==> config.mk <==
export PLATFORM = sky130hd
export DESIGN_NAME = bus_dtack_generator
export DESIGN_NICKNAME = d
export VERILOG_FILES = /design/src/rtl/bus_ctrl_pkg.sv /design/src/rtl/region_priority_encoder.sv /design/src/rtl/bus_dtack_generator.sv
export SDC_FILE = /design/constraint.sdc
export NUM_CORES = 1
export LEC_CHECK = 0
export CAP_MARGIN = 0
export CORE_MARGIN = 5
export CORE_UTILIZATION = 32
export DETAILED_ROUTE_END_ITERATION = 16
export SLEW_MARGIN = 10
export SYNTH_ARGS = -nofsm -noshare
export SYNTH_HDL_FRONTEND = slang
export SYNTH_SLANG_ARGS = --single-unit
==> constraint.sdc <==
create_clock -name Clock -period 2.65 [get_ports Clock]
set_input_delay 0.795 -clock Clock [delete_from_list [all_inputs] [get_ports Clock]]
set_output_delay 0.795 -clock Clock [all_outputs]
set_load 0.01 [all_outputs]
==> src/rtl/bus_ctrl_pkg.sv <==
// Shared types and defaults for the 68000 bus-control path
// (address decoder, DTACK generator, bus monitor).
package bus_ctrl_pkg;

  localparam int REGION_W = 3;

  typedef enum logic [REGION_W-1:0] {
    REG_NONE,
    REG_ROM,
    REG_RAM,
    REG_IO,
    REG_DRAM,
    REG_CAN,
    REG_OFFB
  } region_t;

  typedef enum logic [2:0] {
    IDLE,
    COUNT,
    EXTWAIT,
    ACK,
    BERR
  } bus_state_t;

  localparam int unsigned DEFAULT_ROM_WAIT = 1;
  localparam int unsigned DEFAULT_RAM_WAIT = 0;
  localparam int unsigned DEFAULT_IO_WAIT  = 2;
  localparam int unsigned DEFAULT_TIMEOUT  = 255;
  localparam int unsigned DEFAULT_CNT_W    = 8;

endpackage

==> src/rtl/region_priority_encoder.sv <==
// Collapses the decoder's one-hot-ish chip selects into a single region code.
// Fixed priority: ROM > RAM > IO > DRAM > CAN > OFFBOARD > NONE.
module region_priority_encoder
  import bus_ctrl_pkg::*;
(
  input  logic                romSelect,
  input  logic                ramSelect,
  input  logic                ioSelect,
  input  logic                dramSelect,
  input  logic                canSelect,
  input  logic                offBoardSelect,
  output logic [REGION_W-1:0] regionCode
);

  always_comb begin
    regionCode = REG_NONE;
    if (romSelect)           regionCode = REG_ROM;
    else if (ramSelect)      regionCode = REG_RAM;
    else if (ioSelect)       regionCode = REG_IO;
    else if (dramSelect)     regionCode = REG_DRAM;
    else if (canSelect)      regionCode = REG_CAN;
    else if (offBoardSelect) regionCode = REG_OFFB;
  end

endmodule

==> src/rtl/bus_dtack_generator.sv <==
// Generates registered DTACK_L (fixed wait states or passed-through external ack)
// and BERR_L on timeout for the 68000 bus cycle.
module bus_dtack_generator
  import bus_ctrl_pkg::*;
#(
  parameter int unsigned ROM_WAIT = DEFAULT_ROM_WAIT,
  parameter int unsigned RAM_WAIT = DEFAULT_RAM_WAIT,
  parameter int unsigned IO_WAIT  = DEFAULT_IO_WAIT,
  parameter int unsigned TIMEOUT  = DEFAULT_TIMEOUT,
  parameter int unsigned CNT_W    = DEFAULT_CNT_W
)
(
  input  logic Clock,
  input  logic Reset_H,
  input  logic AS_L,
  input  logic UDS_L,
  input  logic LDS_L,
  input  logic OnChipRomSelect_H,
  input  logic OnChipRamSelect_H,
  input  logic IOSelect_H,
  input  logic DramSelect_H,
  input  logic CanBusSelect_H,
  input  logic OffBoardMemory_H,
  input  logic DramDtack_L,
  input  logic CanBusDtack_L,
  input  logic OffBoardDtack_L,
  output logic DtackOut_L,
  output logic BusError_L
);

  localparam logic [CNT_W-1:0] ROM_LOAD    = CNT_W'(ROM_WAIT);
  localparam logic [CNT_W-1:0] RAM_LOAD    = CNT_W'(RAM_WAIT);
  localparam logic [CNT_W-1:0] IO_LOAD     = CNT_W'(IO_WAIT);
  localparam logic [CNT_W-1:0] TIMEOUT_CNT = CNT_W'(TIMEOUT);
  localparam logic [CNT_W-1:0] CNT_ONE     = CNT_W'(1);

  logic [REGION_W-1:0] decodedCode;
  region_t             decodedRegion;

  bus_state_t          stateReg, stateNext;
  region_t             regionReg, regionNext;
  logic [CNT_W-1:0]    waitCntReg, waitCntNext;
  logic [CNT_W-1:0]    timerReg, timerNext;
  logic                ackSyncReg, ackSyncNext;
  logic                dtackReg, dtackNext;
  logic                berrReg, berrNext;

  logic                cycleStart;
  logic                selectedAck;
  logic                timedOut;

  region_priority_encoder u_encoder (
    .romSelect      (OnChipRomSelect_H),
    .ramSelect      (OnChipRamSelect_H),
    .ioSelect       (IOSelect_H),
    .dramSelect     (DramSelect_H),
    .canSelect      (CanBusSelect_H),
    .offBoardSelect (OffBoardMemory_H),
    .regionCode     (decodedCode)
  );

  assign decodedRegion = region_t'(decodedCode);
  assign cycleStart    = !AS_L && (!UDS_L || !LDS_L);
  // timerReg holds the number of edges elapsed since edge 0
  assign timedOut      = (timerReg == TIMEOUT_CNT);

  always_comb begin
    selectedAck = 1'b1;
    case (regionReg)
      REG_DRAM: selectedAck = DramDtack_L;
      REG_CAN:  selectedAck = CanBusDtack_L;
      REG_OFFB: selectedAck = OffBoardDtack_L;
      default:  selectedAck = 1'b1;
    endcase
  end

  always_comb begin
    stateNext   = stateReg;
    regionNext  = regionReg;
    waitCntNext = waitCntReg;
    timerNext   = timerReg;
    ackSyncNext = 1'b1;
    dtackNext   = dtackReg;
    berrNext    = berrReg;

    case (stateReg)
      IDLE: begin
        dtackNext = 1'b1;
        berrNext  = 1'b1;
        if (cycleStart) begin
          regionNext  = decodedRegion;
          timerNext   = CNT_ONE;
          waitCntNext = '0;
          case (decodedRegion)
            REG_ROM: begin waitCntNext = ROM_LOAD; stateNext = COUNT; end
            REG_RAM: begin waitCntNext = RAM_LOAD; stateNext = COUNT; end
            REG_IO:  begin waitCntNext = IO_LOAD;  stateNext = COUNT; end
            default: stateNext = EXTWAIT;
          endcase
        end
      end

      COUNT: begin
        if (AS_L) begin
          stateNext = IDLE;
        end else if (waitCntReg == '0) begin
          dtackNext = 1'b0;
          stateNext = ACK;
        end else if (timedOut) begin
          berrNext  = 1'b0;
          stateNext = BERR;
        end else begin
          waitCntNext = waitCntReg - CNT_ONE;
          timerNext   = timerReg + CNT_ONE;
        end
      end

      EXTWAIT: begin
        // External ack is registered once before use, so the ack tested here
        // is the one sampled on the previous edge; ack beats timeout.
        if (AS_L) begin
          stateNext = IDLE;
        end else if (!ackSyncReg) begin
          dtackNext = 1'b0;
          stateNext = ACK;
        end else if (timedOut) begin
          berrNext  = 1'b0;
          stateNext = BERR;
        end else begin
          timerNext   = timerReg + CNT_ONE;
          ackSyncNext = selectedAck;
        end
      end

      ACK: begin
        if (AS_L) begin
          dtackNext = 1'b1;
          stateNext = IDLE;
        end
      end

      BERR: begin
        if (AS_L) begin
          berrNext  = 1'b1;
          stateNext = IDLE;
        end
      end

      default: begin
        dtackNext = 1'b1;
        berrNext  = 1'b1;
        stateNext = IDLE;
      end
    endcase
  end

  always_ff @(posedge Clock) begin
    if (Reset_H) begin
      stateReg   <= IDLE;
      regionReg  <= REG_NONE;
      waitCntReg <= '0;
      timerReg   <= '0;
      ackSyncReg <= 1'b1;
      dtackReg   <= 1'b1;
      berrReg    <= 1'b1;
    end else begin
      stateReg   <= stateNext;
      regionReg  <= regionNext;
      waitCntReg <= waitCntNext;
      timerReg   <= timerNext;
      ackSyncReg <= ackSyncNext;
      dtackReg   <= dtackNext;
      berrReg    <= berrNext;
    end
  end

  assign DtackOut_L = dtackReg;
  assign BusError_L = berrReg;

endmodule

==> metrics.csv, run 1 <==
metric,value,unit
drt total wl,3.17,mm
post-layout minimum cycle time,2260,ps
Initial Util,33.0,%
largest net degree at the start of global routing,17,
"Area growth, synth to finish",20.1,%
Bufs on Longest Clock Path,2,
#FFs+latches synth,25,
crit path kind,input port to flip-flop,
via/cell ratio,5.23,
first-pass GRT wire length,5.52,mm
Post-Synthesis Mean Instance Area,7.90,um^2
IO buf count,15,
post-route cell area,0.00173,mm^2
VDD IR max,0.000191,V
Final setup viols,0,
Internal Power,0.000635,W
Syn Inst Count,182,
Vert. Die Dim,77.0,um
placed cells,248,
WHS,492,ps
Remaining DRCs,0,
FF-to-FF Start,waitCntReg[0],
final hold viol count,0,
Total Nets Final,217,
DP Area,0.00168,mm^2
reg2reg end,timerReg[1],
Flop pwr share,46.3,%
CTS tree,done,
Pleak,0.632,nW
start point of the worst hold path,DtackOut_L,
Clock power frac,24.8,%
Post-CTS Resized,0,
"EDFF count, synth",0,
Worst Path Arrival,2430,ps
clk sink count,25,
die footprint,0.00593,mm^2
CORE AREA,0.00435,mm^2
Comb power frac,28.9,%
RePlAce Congestion,0.835,
Routed Antenna Nets,0,
Synthesis Warnings,0,
share of cells above drive strength 1,10.0,%
top cell type's share of synthesized area,34.8,%
R2R depth,8,
chip width,77.0,um
Initial DRT Pass Iterations,4,
Worst EP required,2820,ps
RSZ-0062 raised after global routing,no,
# diodes,0,
clock skew,1.42,ps
Detail Placement HPWL,2.36,mm
worst-margin pin slew,567,ps
status,"complete, no violations",
dominant cell type by area after synthesis,dfxtp_1,
drt wl/cell,12.6,um
Hold Crit Class,flip-flop to flip-flop,
Area contributors post-synth,"dfxtp_1 (35%), nor2_1 (7.8%), a21oi_1 (4.9%)",
Core Rows,24,
vias,1317,
ys async rst share,0,%
dpl ws,98.6,ps
most common flop cell mapped by yosys,dfxtp_1,
Finished Layout Cells,252,
Slew headroom,62.1,%
Setup TNS Final,0,ps
Worst setup EP type,flip-flop,
slack of the worst reg-to-reg path,510,ps
final period utilization,85.1,%
P_sw,0.000293,W
post-synthesis sequential area ratio,34.8,%
# hold bufs at CTS,0,
power per standard cell area,538,mW/mm^2
Final Max Slew Viols,0,
crit start category,input port,
CTS buffer count,3,
number of global-route vias before repair,1183,
post-CTS setup-driven buffer insertion count,0,
H-Tree Level Count,1,
Achievable Freq,0.443,GHz
hold endpoint,DtackOut_L,
# Max-Cap Violations,0,
unique cell type count in the Yosys netlist,42,
Hold Path Depth,2,
sw frac,31.6,%
syn nets,198,
DRT iter0 DRCs,145,
worst setup margin,394,ps
initial antenna violation count,0,
GRT overflow,0,
Worst-path clk slew,90,ps
Synth Cell Area,0.00144,mm^2
fill cell count,468,
CTS root buffer,clkbuf_8,
GRT Overall Usage,11.0,%
Ports,16,
Worst Path Max Fanout,9,
latest clock arrival within the worst-skew pair,270,ps
-- final cells by class --
class	count	area (um^2)	area share [%]
Clock buffer	3	41.3	2.39
Clock inverter	1	5.00	0.290
Inverter	6	22.5	1.30
Multi-Input combinational cell	143	877	50.8
Sequential cell	25	500	29.0
Tap cell	52	65.1	3.77
Timing Repair Buffer	22	215	12.5
-- layout by cell type, fill, tap and decap left out, types with 3 or more instances in the layout --
cell,n
inv_1,6
buf_4,6
nor2_1,30
o21ai_0,9
xnor2_1,4
nand2b_1,5
dfxtp_1,25
nand2_1,9
clkbuf_8,3
a211oi_1,3
clkdlybuf4s50_1,15
a21oi_1,14
mux2i_1,3
or3_1,5
xor2_1,6
nor3_1,11
nand3_1,11
-- sequential cells by signal, indices dropped and copies added (netlist names) --
signal	count
DtackOut_L	1
stateReg	3
regionReg	3
waitCntReg	8
timerReg	8
ackSyncReg	1
BusError_L	1
-- critical path: stages --
cell and delay [ps]:
clkdlybuf4s50_1 420, or3b_1 360, a22oi_2 180, o22ai_4 140, nor4_1 320, xnor2_1 160, nor2_1 50
-- cell usage after synthesis, types with 4 or more instances --
library cell   n
clkbuf_1       6
xnor2_1        4
nor3_1        11
nand2_1        9
xor2_1         6
a21oi_1       14
o21ai_0        9
nand2b_1       5
or3_1          5
nand3_1       11
dfxtp_1       25
inv_1          6
nor2_1        30
-- metrics by stage --
stage / total power [W] / utilization [%]
2_1_floorplan: 0.000627 / -
6_report: 0.000929 / 39.7
4_1_cts: 0.000941 / 39.7
3_3_place_gp: 0.000709 / 38.6
3_5_place_dp: 0.000709 / 38.6
5_1_grt: 0.000997 / 39.7
-- routing by layer --
| metal | vias to the layer above | track usage (%) | share of wire, % |
|---|---|---|---|
| met5 | - | 0 | 0 |
| met4 | 0 | 2.92 | 1.4 |
| met3 | 4 | 3.16 | 4.4 |
| met2 | 22 | 17.1 | 45 |
| met1 | 606 | 14.9 | 49 |
| li1 | 685 | - | - |
-- worst max path at each step --
stage / from / to / depth (start not counted)
finish: AS_L / timerReg[7] / 7
global route: AS_L / timerReg[7] / 7
CTS: AS_L / timerReg[7] / 7
detailed placement: AS_L / timerReg[7] / 7
global placement: AS_L / timerReg[7] / 7
floorplan: AS_L / waitCntReg[7] / 7
-- power by group through the flow --
stage | combinational, W | clock (W) | sequential [W]
after floorplan | 0.000196 | 0 | 0.000431
after global placement | 0.000271 | 0 | 0.000438
after detailed placement | 0.000271 | 0 | 0.000439
after CTS | 0.000271 | 0.000239 | 0.000430
after global routing | 0.000304 | 0.000257 | 0.000435
final | 0.000269 | 0.000230 | 0.000430
-- logic make-up (layout without fill, tap and decap cells) --
logic type / count (synthesis) / after routing / synth area share [%]
AO/OA/AOI/OAI: 37 / 37 / 17.3
XOR/XNOR: 10 / 10 / 6.09
AND/OR/NAND/NOR: 89 / 89 / 32.2
multiplexers: 5 / 5 / 3.66
flip-flops: 25 / 25 / 34.8
buffers and inverters: 14 / 32 / 4.18
adder cells (fa/ha/maj): 2 / 2 / 1.74
No activity file was read; power rests on OpenSTA's default activity.
==> run 2, diff against run 1 <==
--- a/config.mk
+++ b/config.mk
@@ -5,6 +5,7 @@
 export SDC_FILE = /design/constraint.sdc
 export NUM_CORES = 1
 export LEC_CHECK = 0
+export ABC_AREA = 1
 export CAP_MARGIN = 0
 export CORE_MARGIN = 5
 export CORE_UTILIZATION = 32
==> run 2 against run 1 <==
Register-to-register slack better by 200 ps. Hold slack worse by 24 ps. Sequential power up 1%. Die area up 7.6%. First-iteration DRC count down 34%. Synthesized cell count up 35%. Combinational power up 24%. Wire length up 9.8%. Power up 7.8%. Sequential cell count unchanged. Critical endpoint is now waitCntReg[1].
==> metrics.csv, run 2 <==
metric,value,unit
RSZ-0062 raised after global routing,no,
status,"complete, no violations",
IO buf count,15,
# hold bufs at CTS,0,
CORE AREA,0.00472,mm^2
final hold viol count,0,
multi-input logic area,927,um^2
GRT Overall Usage,11.8,%
Worst EP required,2820,ps
post-CTS setup-driven buffer insertion count,0,
Setup TNS Final,0,ps
worst setup margin,557,ps
drt wl/cell,10.5,um
H-Tree Level Count,1,
largest net degree at the start of global routing,15,
Hold Crit Class,flip-flop to flip-flop,
Synth top cells by count,"nand2_1 (53), nor2_1 (37), inv_1 (28)",
crit start category,input port,
post-synthesis mux area share,0,%
RePlAce Congestion,0.854,
reg2reg end,timerReg[6],
Worst-path clk slew,90,ps
Vert. Die Dim,79.9,um
XOR/XNOR Fraction of Synth Area,4.48,%
Final setup viols,0,
Area contributors post-synth,"dfxtp_1 (32%), nand2_1 (13%), nor2_1 (8.9%)",
via/cell ratio,4.58,
slack of the worst reg-to-reg path,710,ps
"most common cell after layout, fill and taps aside",nand2_1,
chip width,79.9,um
number of global-route vias before repair,1420,
GRT overflow,0,
"count leader, synth",nand2_1,
Synth Cell Area,0.00156,mm^2
CTS buffer count,3,
#FFs+latches synth,25,
Pleak,0.805,nW
crit path kind,input port to flip-flop,
biggest regs,"timerReg: 8 flops, waitCntReg: 8 flops",
CTS root buffer,clkbuf_8,
fill cell count,522,
power per standard cell area,540,mW/mm^2
Seq. cell area,500,um^2
drt total wl,3.48,mm
Syn Inst Count,245,
latest clock arrival within the worst-skew pair,270,ps
DRT iter0 DRCs,96,
most common flop cell mapped by yosys,dfxtp_1,
post-layout minimum cycle time,2090,ps
top cell type's share of synthesized area,32.0,%
Routed Antenna Nets,0,
# Max-Cap Violations,0,
Remaining DRCs,0,
Worst Path Arrival,2260,ps
share of cells above drive strength 1,9.81,%
Worst Path Max Fanout,9,
most frequent cells in the layout,"nand2_1 (53), nor2_1 (37), inv_1 (28), dfxtp_1 (25), nand3_1 (25)",
R2R depth,9,
die footprint,0.00639,mm^2
largest family of logic cells by synthesized area,simple AND/OR/NAND/NOR gates,
clk sink count,25,
clock skew,3.24,ps
Synth Area in Compound Gates,14.2,%
first-pass GRT wire length,6.17,mm
Slew headroom,69.4,%
Worst setup EP type,flip-flop,
Core Rows,25,
FF-to-FF Start,waitCntReg[1],
"EDFF count, synth",0,
Total Nets Final,282,
Synth Area in Adders,1.60,%
Ports,16,
Initial DRT Pass Iterations,5,
start point of the worst hold path,DtackOut_L,
Synthesis Warnings,0,
ys async rst share,0,%
VDD IR max,0.000188,V
"Area growth, synth to finish",18.6,%
final period utilization,79.0,%
unique cell type count in the Yosys netlist,27,
Detail Placement HPWL,2.64,mm
# diodes,0,
worst-margin pin slew,458,ps
dpl ws,275,ps
Post-CTS Resized,0,
syn nets,261,
Bufs on Longest Clock Path,2,
Synth Area in Simple Gates,39.0,%
Hold Path Depth,2,
post-synthesis sequential area ratio,32.0,%
initial antenna violation count,0,
Initial Util,33.1,%
vias,1519,
Achievable Freq,0.478,GHz
Final Max Slew Viols,0,
hold endpoint,DtackOut_L,
CTS tree,done,
Post-Synthesis Mean Instance Area,6.38,um^2
dominant cell type by area after synthesis,dfxtp_1,
==> run 2: changes by cell type after synthesis, sizes merged, moves of 5 or more <==
cell / before / now
nand2: 9 / 58
nand2b: 5 / 0
clkbuf: 6 / 1
a21oi: 14 / 22
nand3: 11 / 26
nor3: 12 / 7
inv: 6 / 31
nor2: 30 / 42
or3: 5 / 0
o21ai: 10 / 15
==> run 2: final cells by class <==
| class | instances | area share, % |
|---|---|---|
| sequential | 25 | 27.0 |
| timing repair buffer | 19 | 9.72 |
| multi-input combinational | 186 | 50.0 |
| clock inverter | 1 | 0.270 |
| inverter | 31 | 6.28 |
| clock buffer | 3 | 2.23 |
| tap | 67 | 4.52 |
==> run 2: worst max path at each step <==
stage / startpoint / slack (ps) / cells after the start / end
detailed placement: AS_L / 280 / 9 / waitCntReg[1]
global route: AS_L / 450 / 9 / waitCntReg[1]
floorplan: AS_L / 940 / 8 / waitCntReg[1]
global placement: AS_L / 310 / 9 / waitCntReg[1]
finish: AS_L / 560 / 9 / waitCntReg[1]
CTS: AS_L / 560 / 9 / waitCntReg[1]
==> run 2: report_power, final <==
group          internal, W  leakage (nW)  switching [W]
Combinational     0.000133         0.576       0.000200
Sequential        0.000407         0.204      0.0000288
Clock             0.000105        0.0255       0.000126
==> run 2: critical path, cell delays in order <==
cell	delay, ps
clkdlybuf4s50_1	440
inv_1	220
a21oi_2	90
nor2_1	120
nand2_2	90
nor2_4	200
inv_2	130
nor3_2	120
nor2_1	50
==> run 2: stage by stage <==
stage	hold WS [ps]	instance area, um^2	utilization [%]	power, W	cells
final	468	1850	39.3	0.00100	332
after global placement	447	1810	38.3	0.000776	328
after detailed placement	449	1810	38.3	0.000777	328
after global routing	498	1850	39.3	0.00108	332
after CTS	474	1850	39.3	0.00101	332
after floorplan	437	1560	-	0.000687	245
==> run 2: metal layers <==
layer	track usage, %	vias up	share of wire (%)
li1	-	832	-
met1	16.5	655	54
met2	18.3	30	42
met3	1.13	2	3.3
met4	5.07	0	1.2
met5	0	-	0
==> run 2: cells by family after synthesis <==
family          after synthesis
simple gates                136
compound gates               40
buf+inv                      34
flops                        25
xor+xnor                      8
fa+ha+maj                     2
==> run 3, diff against run 2 <==
==> constraint.sdc (replaced) <==
create_clock -name Clock -period 1.9 [get_ports Clock]
set_input_delay 0.57 -clock Clock [delete_from_list [all_inputs] [get_ports Clock]]
set_output_delay 0.57 -clock Clock [all_outputs]
set_load 0.01 [all_outputs]
==> run 3 against run 2 <==
Critical path depth grew 1. Non-clock buffer count grew 12. Power rose by 45%. Hold slack worse by 2.5 ps. First-iteration DRC count shrank 25%. Combinational power is 57% higher. Clock skew increased by 2.0 ps. Critical endpoint is now timerReg[7]. Largest cell class unchanged.
==> metrics.csv, run 3 (synthesis results as in run 2) <==
metric,value,unit
Internal Power,0.000948,W
Comb power frac,35.9,%
P_sw,0.000507,W
Finished Layout Cells,344,
via/cell ratio,4.62,
placed cells,340,
# hold bufs at CTS,0,
CTS tree,done,
DP Area,0.00190,mm^2
fill cell count,505,
CORE AREA,0.00472,mm^2
post-route cell area,0.00195,mm^2
IO buf count,15,
power per standard cell area,744,mW/mm^2
Ports,16,
most frequent cells in the layout,"nand2_1 (52), nor2_1 (36), inv_1 (28), dfxtp_1 (25), nand3_1 (25)",
Worst-path clk slew,90,ps
GRT Overall Usage,12.2,%
Worst setup EP type,flip-flop,
Seq. cell area,500,um^2
FF-to-FF Start,timerReg[0],
H-Tree Level Count,1,
RSZ-0062 raised after global routing,no,
Routed Antenna Nets,0,
Flop pwr share,41.9,%
final period utilization,91.6,%
Slew headroom,80.3,%
# Max-Cap Violations,0,
CTS buffer count,3,
share of cells above drive strength 1,14.8,%
sw frac,34.8,%
# diodes,0,
post-CTS setup-driven buffer insertion count,0,
Power Total,0.00145,W
DR WL met3,106,um
post-layout minimum cycle time,1740,ps
final hold viol count,0,
wire length on met2,1.49,mm
Hold Crit Class,flip-flop to flip-flop,
Post-Route Utilization,41.4,%
chip width,79.9,um
die footprint,0.00639,mm^2
drt total wl,3.57,mm
Detail Placement HPWL,2.77,mm
Vert. Die Dim,79.9,um
Post-CTS Resized,0,
latest clock arrival within the worst-skew pair,270,ps
Pleak,0.866,nW
crit path kind,input port to flip-flop,
worst-margin pin slew,295,ps
status,"complete, no violations",
Worst EP required,2060,ps
DRT iter0 DRCs,72,
Final Max Slew Viols,0,
Bufs on Longest Clock Path,2,
initial antenna violation count,0,
Worst Setup SP,AS_L,
CTS root buffer,clkbuf_8,
GRT overflow,0,
clock skew,5.24,ps
Initial Util,33.1,%
Worst Path Arrival,1910,ps
Core Rows,25,
Remaining DRCs,0,
Worst Path Max Fanout,7,
Final setup viols,0,
vias,1588,
first-pass GRT wire length,6.33,mm
Achievable Freq,0.575,GHz
crit start category,input port,
largest net degree at the start of global routing,15,
Clock power frac,22.2,%
VDD IR max,0.000245,V
number of global-route vias before repair,1430,
Setup TNS Final,0,ps
Total Nets Final,294,
RePlAce Congestion,0.862,
multi-input logic area,937,um^2
"most common cell after layout, fill and taps aside",nand2_1,
clk sink count,25,
biggest regs,"timerReg: 8 flops, waitCntReg: 8 flops",
Initial DRT Pass Iterations,4,
drt wl/cell,10.4,um
start point of the worst hold path,DtackOut_L,
Top Metal Used,met4,
"Area growth, synth to finish",25.0,%
Met1 Wirelength,1.93,mm
-- run 3: power by group through the flow --
stage	Combinational [W]	Clock, W	Sequential (W)
finish	0.000523	0.000323	0.000610
global route	0.000589	0.000352	0.000616
CTS	0.000523	0.000335	0.000609
detailed placement	0.000521	0	0.000620
global placement	0.000517	0	0.000620
floorplan	0.000343	0	0.000615
-- run 3: area by class of cell --
cell class	count	area share, %
multi-input combinational	186	48.0
sequential	25	25.6
timing repair buffer	31	13.8
inverter	31	5.95
tap	67	4.29
clock buffer	3	2.11
clock inverter	1	0.256
-- run 3: worst paths after layout --
| check | to | slack (ps) | depth (start not counted) |
|---|---|---|---|
| max | timerReg[7] | 160 | 10 |
| min reg2reg | DtackOut_L | 470 | 2 |
| max reg2reg | waitCntReg[2] | 210 | 9 |
| min | DtackOut_L | 470 | 2 |
-- run 3: layer usage --
layer	vias up	track usage (%)
li1	853	-
met1	705	17.1
met2	26	19.0
met3	4	1.58
met4	0	4.05
met5	-	0
-- run 3: per-stage QoR --
stage	setup slack, ps	hold WS [ps]
3_5_place_dp	-112	450
5_1_grt	6.31	497
3_3_place_gp	-103	447
6_report	159	465
4_1_cts	67.6	473
2_1_floorplan	275	437
-- run 3: worst max-delay path, stage by stage --
cell             delay, ps
clkdlybuf4s50_1        420
inv_1                  150
a21oi_2                 80
nor2_1                 130
nand2_2                 90
nor2_2                 140
buf_4                  170
nand2_1                 50
nand2_1                 60
a21oi_1                 40
